[config.mk]
export PLATFORM = sky130hd
export DESIGN_NAME = input_conditioner
export DESIGN_NICKNAME = d
export VERILOG_FILES = /design/src/rtl/input_conditioner.sv
export SDC_FILE = /design/constraint.sdc
export NUM_CORES = 1
export LEC_CHECK = 0
export CAP_MARGIN = 20
export CORE_MARGIN = 3
export CORE_UTILIZATION = 34
export CTS_BUF_LIST = sky130_fd_sc_hd__clkbuf_2
export DETAILED_ROUTE_END_ITERATION = 7
export SYNTH_ARGS = -nofsm -noshare
export SYNTH_HDL_FRONTEND = slang
export SYNTH_SLANG_ARGS = --single-unit
[constraint.sdc]
create_clock -name clk -period 1.2 [get_ports clk]
set_input_delay 0.3 -clock clk [delete_from_list [all_inputs] [get_ports clk]]
set_output_delay 0.3 -clock clk [all_outputs]
set_load 0.005 [all_outputs]
[src/rtl/input_conditioner.sv]
// input_conditioner: multi-channel front end for asynchronous board inputs.
// Each channel goes through a flop synchronizer and an optional polarity inversion.
// It is then debounced by a per-channel stability counter and edge-detected,
// so game logic only ever sees clean levels and one-cycle pulses.
//
// Optional feature macro: INPUT_CONDITIONER_DEBOUNCE_EN
//   defined   : per-channel debounce counters; level follows a sample held for
//               DEBOUNCE_CYCLES consecutive cycles (latency STAGES + DEBOUNCE_CYCLES)
//   undefined : no counters; level follows the synchronized sample every cycle
//               (latency STAGES + 1), DEBOUNCE_CYCLES has no effect
//
// Parameters:
//   CHANNELS        number of independent channels (>=1)
//   STAGES          synchronizer flops per channel (>=2)
//   DEBOUNCE_CYCLES stability cycles required before level changes (>=1)
//   RESET_VALUE     raw (pre-inversion) reset value of each synchronizer chain
//   INVERT          per-channel active-low mask
//
// Ports:
//   clk    in   1         system clock
//   rst    in   1         synchronous active-high reset
//   in     in   CHANNELS  asynchronous raw inputs
//   level  out  CHANNELS  debounced, polarity-corrected level
//   rise   out  CHANNELS  one-cycle pulse on level 0->1
//   fall   out  CHANNELS  one-cycle pulse on level 1->0
module input_conditioner #(
  parameter int unsigned          CHANNELS        = 8,
  parameter int unsigned          STAGES          = 2,
  parameter int unsigned          DEBOUNCE_CYCLES = 16,
  parameter logic [CHANNELS-1:0]  RESET_VALUE     = '0,
  parameter logic [CHANNELS-1:0]  INVERT          = '0
) (
  input  logic                clk,
  input  logic                rst,
  input  logic [CHANNELS-1:0] in,
  output logic [CHANNELS-1:0] level,
  output logic [CHANNELS-1:0] rise,
  output logic [CHANNELS-1:0] fall
);

  // Reject illegal configurations at elaboration.
  if (CHANNELS < 1 || STAGES < 2 || DEBOUNCE_CYCLES < 1) begin : g_bad_cfg
    $error("input_conditioner: illegal parameter combination");
  end

  logic [CHANNELS-1:0] r_sync [STAGES];
  logic [CHANNELS-1:0] w_s;
  logic [CHANNELS-1:0] w_level_nxt;
  logic [CHANNELS-1:0] r_level;
  logic [CHANNELS-1:0] r_rise;
  logic [CHANNELS-1:0] r_fall;

  // Synchronizer chain; stage 0 is the only flop that sees the raw input.
  always_ff @(posedge clk) begin : p_sync
    if (rst) begin
      for (int unsigned k = 0; k < STAGES; k++) begin
        r_sync[k] <= RESET_VALUE;
      end
    end else begin
      r_sync[0] <= in;
      for (int unsigned k = 1; k < STAGES; k++) begin
        r_sync[k] <= r_sync[k-1];
      end
    end
  end

  assign w_s = r_sync[STAGES-1] ^ INVERT;

`ifdef INPUT_CONDITIONER_DEBOUNCE_EN
  localparam int unsigned        CNT_W    = $clog2(DEBOUNCE_CYCLES + 1);
  localparam logic [CNT_W-1:0]   CNT_TERM = CNT_W'(DEBOUNCE_CYCLES - 1);

  logic [CNT_W-1:0] r_cnt     [CHANNELS];
  logic [CNT_W-1:0] w_cnt_nxt [CHANNELS];

  // Stability counter: any sample matching the current level discards progress,
  // and the terminal count commits the new level instead of wrapping.
  always_comb begin : p_debounce
    w_level_nxt = r_level;
    for (int unsigned i = 0; i < CHANNELS; i++) begin
      w_cnt_nxt[i] = '0;
      if (w_s[i] != r_level[i]) begin
        if (r_cnt[i] == CNT_TERM) begin
          w_level_nxt[i] = w_s[i];
        end else begin
          w_cnt_nxt[i] = r_cnt[i] + CNT_W'(1);
        end
      end
    end
  end

  always_ff @(posedge clk) begin : p_cnt
    for (int unsigned i = 0; i < CHANNELS; i++) begin
      if (rst) begin
        r_cnt[i] <= '0;
      end else begin
        r_cnt[i] <= w_cnt_nxt[i];
      end
    end
  end
`else
  // Without debounce the level simply tracks the synchronized sample.
  always_comb begin : p_debounce
    w_level_nxt = w_s;
  end
`endif

  // Level plus registered edge pulses; a pulse coincides with the cycle in
  // which level first shows the new value.
  always_ff @(posedge clk) begin : p_level
    if (rst) begin
      r_level <= RESET_VALUE ^ INVERT;
      r_rise  <= '0;
      r_fall  <= '0;
    end else begin
      r_level <= w_level_nxt;
      r_rise  <= w_level_nxt & ~r_level;
      r_fall  <= ~w_level_nxt & r_level;
    end
  end

  assign level = r_level;
  assign rise  = r_rise;
  assign fall  = r_fall;

endmodule

[Word-level counts from Yosys, hierarchy flattened]
Memories as Yosys holds them, arrays and structs flattened.
Cells that the tools add are included.
Word-level totals
  output and inout bits: 24
  register bits: 24
  bits in latches: 0
  ROM bits: 0
  memories: 1
  bits in writable memories: 16
  input port bits: 10
Memories
  r_sync: depth 2, bits a word 8, rd ports 2, clocked after Yosys merged registers in 0, wr ports 2, RTL line 46  | logic [CHANNELS-1:0] r_sync [STAGES];
Operators by class
  $mul: 0
  shift-type cells: 0
  multiplexer cells: 5
  bitwise gates (word level): 6
  order comparisons: 0
  divide/modulo/power cells: 0
  reductions and logical operators: 0
  $add $sub $neg: 0
  equality and inequality tests: 0
Operators with widths (count)
  8-bit AND: 2
  8-bit 2-to-1 mux: 2
  8-bit NOT: 2
  1-bit 2-to-1 mux: 3
  1-bit bitwise OR: 2

[Depth between registers and ports, before layout]
Gate-level depths: netlist of the first run.
  depth in word-level cells: 3
  gate-level depth with buffers: 2
  mapped depth without buffers: 1

[Worst setup path after synthesis of the first run]
Ideal clock, no wire load.
  path type: register -> output
  start: register r_level[0], in the netlist level[0]
  end: output port level[0]
  slack: 0.563 ns
  arrival: 0.337 ns
  cell stages (with the launch flop): 1
  cells stage by stage: dfxtp_1
RTL lines
  from (decl): RTL line 49  | logic [CHANNELS-1:0] r_level;
  from (signal assigned): RTL line 112  | r_level <= RESET_VALUE ^ INVERT;
  from (signal assigned): RTL line 116  | r_level <= w_level_nxt;
  to (decl): RTL line 36  | output logic [CHANNELS-1:0] level,
No word-level cell between the ends.

[Worst setup path after layout of the first run]
  start: register r_level[3], in the netlist level[3]
  end: output port level[3]
No word-level cell between the ends.

==> flow_summary.toml, run 1 <==
[status]
outcome = "finished clean"

[critical_path]
cp-start-kind = "flop"
path_delay_family = "flip-flops"
cp.required_ns = 0.90
worstSetupEndpointType = "primary output"
critPathMaxFanout = 2
critPathKind = "reg2out"
path_cells = "buf_6"
max_stage_delay_ns = 0.37
arrival_ns = 0.85
path_buf_inv = 1
cp_num_cells = 1
cp_slowest_cell = "dfxtp_2"
r2r.worst_path.cells = 2

[synthesis]
seq_area_frac_synth_pct = 67.4
synthDistinctLibCells = 5
syn_area_um2 = 1190
syn_nets = 94
synth_cells = 84
ys.warnings.count = 0
ys_ff_latch = 40
avgSynthCellArea_um2 = 14.2

[power_and_ir_drop]
internal_power_mw = 1.59
pwr-share-seq_pct = 67.8
p_comb_share_pct = 6.5
power_density_nw_per_um2 = 1290
p_sw_share_pct = 22.6
ir_drop_mv = 0.730
clkPwrFrac_pct = 25.8
p_leak_nw = 0.698
power.switching_uw = 464

[placement]
port_buffers = 33
pre_cts_ws_ns = 0.0360
place_congestion = 0.644
dp_hpwl_um = 1200

[route]
drtPass1Iterations = 2
wl_per_cell_um = 10.3
drt-initial-drc-count = 17
ant_nets = 0
vias_per_cell = 4.06
routed_wl_um = 1790
drt_drc_violations_left = 0
vias = 707

[timing]
finalSetupViolCount = 0
whs_ns = 0.326
slew_headroom_pct = 86.6
worstMarginPinSlew_ns = 0.202
period_needed_ns = 1.15
final_hold_viol_count = 0
finalCritPeriodShare_pct = 95.5
drv_slew = 0
fin_skew_ns = 0.0144
max_freq_mhz = 872
rsz0062_at_grt = "yes"
fin_ws_ns = 0.0537

[final_layout]
layout_commonest_cell = "dfxtp_1"
area_growth_pct = 34.2
layout.nets = 139
drive_gt1_share_pct = 53.1
diodes = 0
final_cell_mix = "dfxtp_1 (28), nor2b_1 (24), buf_2 (17), nor3b_2 (16), dfxtp_2 (12)"
fin_util_pct = 49.8

[floorplanning]
ios = 34
die-width_um = 65.1
die_h_um = 65.1
placementRows = 20
core-area_um2 = 3200
initial_core_util_pct = 37.1
die_area_um2 = 4240

[cts]
clk_pin_slew_ns = 0.18
cts_buffers = 5
cts-root-buf = "clkbuf_2"
holdBufCountCts = 0
cts_tree = "yes"
cts.sinks = 40
htreeDepth = 2
clockBufferDepth = 2
clock_latency_ns = 0.37

[global_routing]
grt_start_max_net_pins = 41
grt_pass1_vias = 700
grt_use_total_pct = 10.2
grt_antenna_before_repair = 0
grt_pass1_wl_um = 3150
grt-ovfl-total = 0

[worst_hold_path]
hp-class = "in2reg"
whs_path_depth = 3

[flow_run]
max-cap-violations = 0
==> area by class of cell <==
class                           instances  area [um^2]
Clock buffer                            5         25.0
Fill cell                             334         1610
Sequential cell                        40          816
Clock inverter                          3         13.8
Tap cell                               44         55.1
Timing Repair Buffer                   42          335
Multi-Input combinational cell         40          350
==> power groups by stage <==
stage	clock network [mW]	logic (mW)	registers, mW
2_1_floorplan	0	0.0632	1.42
3_3_place_gp	0	0.135	1.42
3_5_place_dp	0	0.138	1.42
4_1_cts	0.566	0.128	1.39
5_1_grt	0.632	0.148	1.40
6_report	0.529	0.133	1.39
==> state kept, by name, summed over array words and instances, names as in the netlist <==
name,flops
rise,8
fall,8
r_sync,16
level,8
==> per-stage QoR <==
step | total power, mW | setup TNS, ns | instance area [um^2] | std cells
6_report | 2.05 | 0 | 1600 | 174
3_5_place_dp | 1.56 | 0 | 1570 | 160
5_1_grt | 2.18 | -0.267 | 1600 | 174
4_1_cts | 2.09 | 0 | 1530 | 173
2_1_floorplan | 1.48 | 0 | 1190 | 84
3_3_place_gp | 1.55 | 0 | 1570 | 160
==> cell families (layout without fill, tap and decap cells) <==
logic type,count (synthesis),in the layout,share of synthesized area [%]
DFF,40,40,67.4
and+or+nand+nor,40,40,29.5
buffers and inverters,4,50,3.16
==> synthesized netlist by cell type, drive strengths merged <==
library cell	count	area [um^2]
dfxtp	40	801
nor2b	24	150
nor3b	16	200
buf	4	37.5
==> path summary, 6_finish.rpt <==
path / start / slack (ns) / to
setup / recovery: level[3]$_SDFF_PP0_ / 0.05 / level[3]
hold / removal: rst / 0.33 / fall[1]$_SDFF_PP0_
hold reg to reg: r_sync[0][10]$_SDFF_PP0_ / 0.45 / fall[2]$_SDFF_PP0_
setup reg to reg: level[3]$_SDFF_PP0_ / 0.48 / fall[3]$_SDFF_PP0_
==> what timing repair did <==
item,in CTS,in global routing
gates cloned,0,0
gates resized for setup,105,11
setup buffers,5,1
setup endpoints to repair,24,17
==> per-layer routing <==
| metal | share of wire (%) | GRT usage [%] | wire length (um) | vias to the layer above |
|---|---|---|---|---|
| met5 | 0 | 0 | 0 | - |
| met4 | 2.3 | 4.66 | 41 | 0 |
| met3 | 7.5 | 5.81 | 134 | 6 |
| met2 | 52 | 17.8 | 928 | 22 |
| met1 | 38 | 9.62 | 689 | 324 |
| li1 | - | - | - | 355 |
Note: power is estimated with default switching activity, not from simulation.
==> inputs of run 2 (changes only) <==
SKIP_CTS_REPAIR_TIMING = 1   (was default)
SLEW_MARGIN = 10   (was default)
==> run 2 against run 1 <==
Against the previous run: core utilization is 0.98 points lower; final cell count is 1.1% lower; maximum frequency is 1.0% lower; total power is 0.25% lower; sequential share of layout area is 1.2 points higher; first-iteration DRC count is 24% lower; routed wire length is 0.61% lower; count of clock-buffer cells in the layout stayed put; die area stayed put.
==> flow_summary.toml, run 2 (same netlist as run 1, synthesis figures left out) <==
[worst_hold_path]
hold_start = "rst"
whs_path_depth = 3
hp-class = "in2reg"
whs_endpoint = "rise[0]$_SDFF_PP0_"

[global_routing]
grt_antenna_before_repair = 0
grt_pass1_wl_um = 3120
grt_pass1_vias = 697
grt-ovfl-total = 0
grt_use_total_pct = 10.1
grt_start_max_net_pins = 41

[timing]
finalCritPeriodShare_pct = 96.5
slew_headroom_pct = 86.5
fin_skew_ns = 0.0151
whs_ns = 0.324
rsz0062_at_grt = "yes"
drv_slew = 0
period_needed_ns = 1.16
finalSetupViolCount = 0
worstMarginPinSlew_ns = 0.202
final_hold_viol_count = 0
max_freq_mhz = 863

[floorplanning]
placementRows = 20
core-area_um2 = 3200
die-width_um = 65.1
die_area_um2 = 4240
ios = 34
initial_core_util_pct = 37.1
die_h_um = 65.1

[critical_path]
path_buf_inv = 1
critPathKind = "reg2out"
r2r_slack_ns = 0.49
timing.rr.end = "fall[3]$_SDFF_PP0_"
path_cells = "buf_6"
worstSetupEndpointType = "primary output"
path_delay_family = "flip-flops"
max_stage_delay_ns = 0.39
cp-start-kind = "flop"
cp.required_ns = 0.90
cp_slowest_cell = "dfxtp_2"
critPathMaxFanout = 3
arrival_ns = 0.86
r2r-start = "level[3]$_SDFF_PP0_"
r2r.worst_path.cells = 2

[route]
ant_nets = 0
vias = 698
vias_per_cell = 4.06
routed_wl_um = 1780
drt-initial-drc-count = 13
drtPass1Iterations = 2
wl_per_cell_um = 10.4
drt_drc_violations_left = 0

[cts]
clk_pin_slew_ns = 0.18
clockBufferDepth = 2
clock_latency_ns = 0.37
cts_buffers = 5
cts_tree = "yes"
htreeDepth = 2
cts.sinks = 40
cts-root-buf = "clkbuf_2"

[power_and_ir_drop]
p_leak_nw = 0.672
power_density_nw_per_um2 = 1310
total_power_mw = 2.05
ir_drop_mv = 0.686

[final_layout]
layout.nets = 137
fin_util_pct = 48.8
regMostFlops = "r_sync"
stdcell_area_um2 = 1560
diodes = 0
final_cell_mix = "dfxtp_1 (26), nor2b_1 (24), clkbuf_2 (22), nor3b_2 (16), dfxtp_2 (14)"
drive_gt1_share_pct = 53.9
layout_commonest_cell = "dfxtp_1"
largest_reg_flops = 16
nFillCells = 338
area_growth_pct = 31.6

[status]
outcome = "finished clean"

[placement]
place_congestion = 0.644
port_buffers = 33
dpl_cell_area_um2 = 1570
dp_hpwl_um = 1200

[flow_run]
max-cap-violations = 0
[run 2: metal layers]
metal	GRT usage (%)	routed length [um]
met1	9.30	697
met2	17.6	909
met3	5.98	134
met4	4.66	41
met5	0	0
[run 2: area by class of cell]
type | count | area (um^2) | area share, %
Clock inverter | 3 | 13.8 | 0.880
Timing Repair Buffer | 40 | 302 | 19.3
Tap cell | 44 | 55.1 | 3.52
Sequential cell | 40 | 818 | 52.3
Multi-Input combinational cell | 40 | 350 | 22.4
Clock buffer | 5 | 25.0 | 1.60
[run 2: worst max path at each step]
stage / startpoint / to / depth (start not counted) / slack [ns]
after floorplan: level[0]$_SDFF_PP0_ / level[0] / 0 / 0.56
after global placement: level[4]$_SDFF_PP0_ / level[4] / 1 / 0.06
after detailed placement: level[1]$_SDFF_PP0_ / level[1] / 1 / 0.04
after CTS: level[1]$_SDFF_PP0_ / level[1] / 1 / -0.44
after global routing: level[1]$_SDFF_PP0_ / level[1] / 1 / -0.05
final: level[1]$_SDFF_PP0_ / level[1] / 1 / 0.04
[run 2: worst reg2reg max path, cell delays in order, from the launching register on]
cell	delay, ns
dfxtp_2	0.36
buf_4	0.13
nor3b_2	0.14
[run 2: per-stage QoR]
| step | TNS, ns | setup slack [ns] | std cells |
|---|---|---|---|
| after floorplan | 0 | 0.563 | 84 |
| after global placement | 0 | 0.0623 | 160 |
| after detailed placement | 0 | 0.0360 | 160 |
| after CTS | -8.94 | -0.437 | 168 |
| after global routing | -0.332 | -0.0528 | 172 |
| final | 0 | 0.0416 | 172 |
[run 2: report_power, final]
part | switching [mW] | total [mW] | internal (mW)
Sequential | 0.0183 | 1.39 | 1.37
Combinational | 0.0471 | 0.128 | 0.0805
Clock | 0.398 | 0.529 | 0.131
Total | 0.463 | 2.05 | 1.59
==> inputs of run 3 (changes only) <==
SLEW_MARGIN = 0   (was 10)
==> results of run 3 <==
Same layout as run 2: the final DEF is identical, and so are final timing and power.
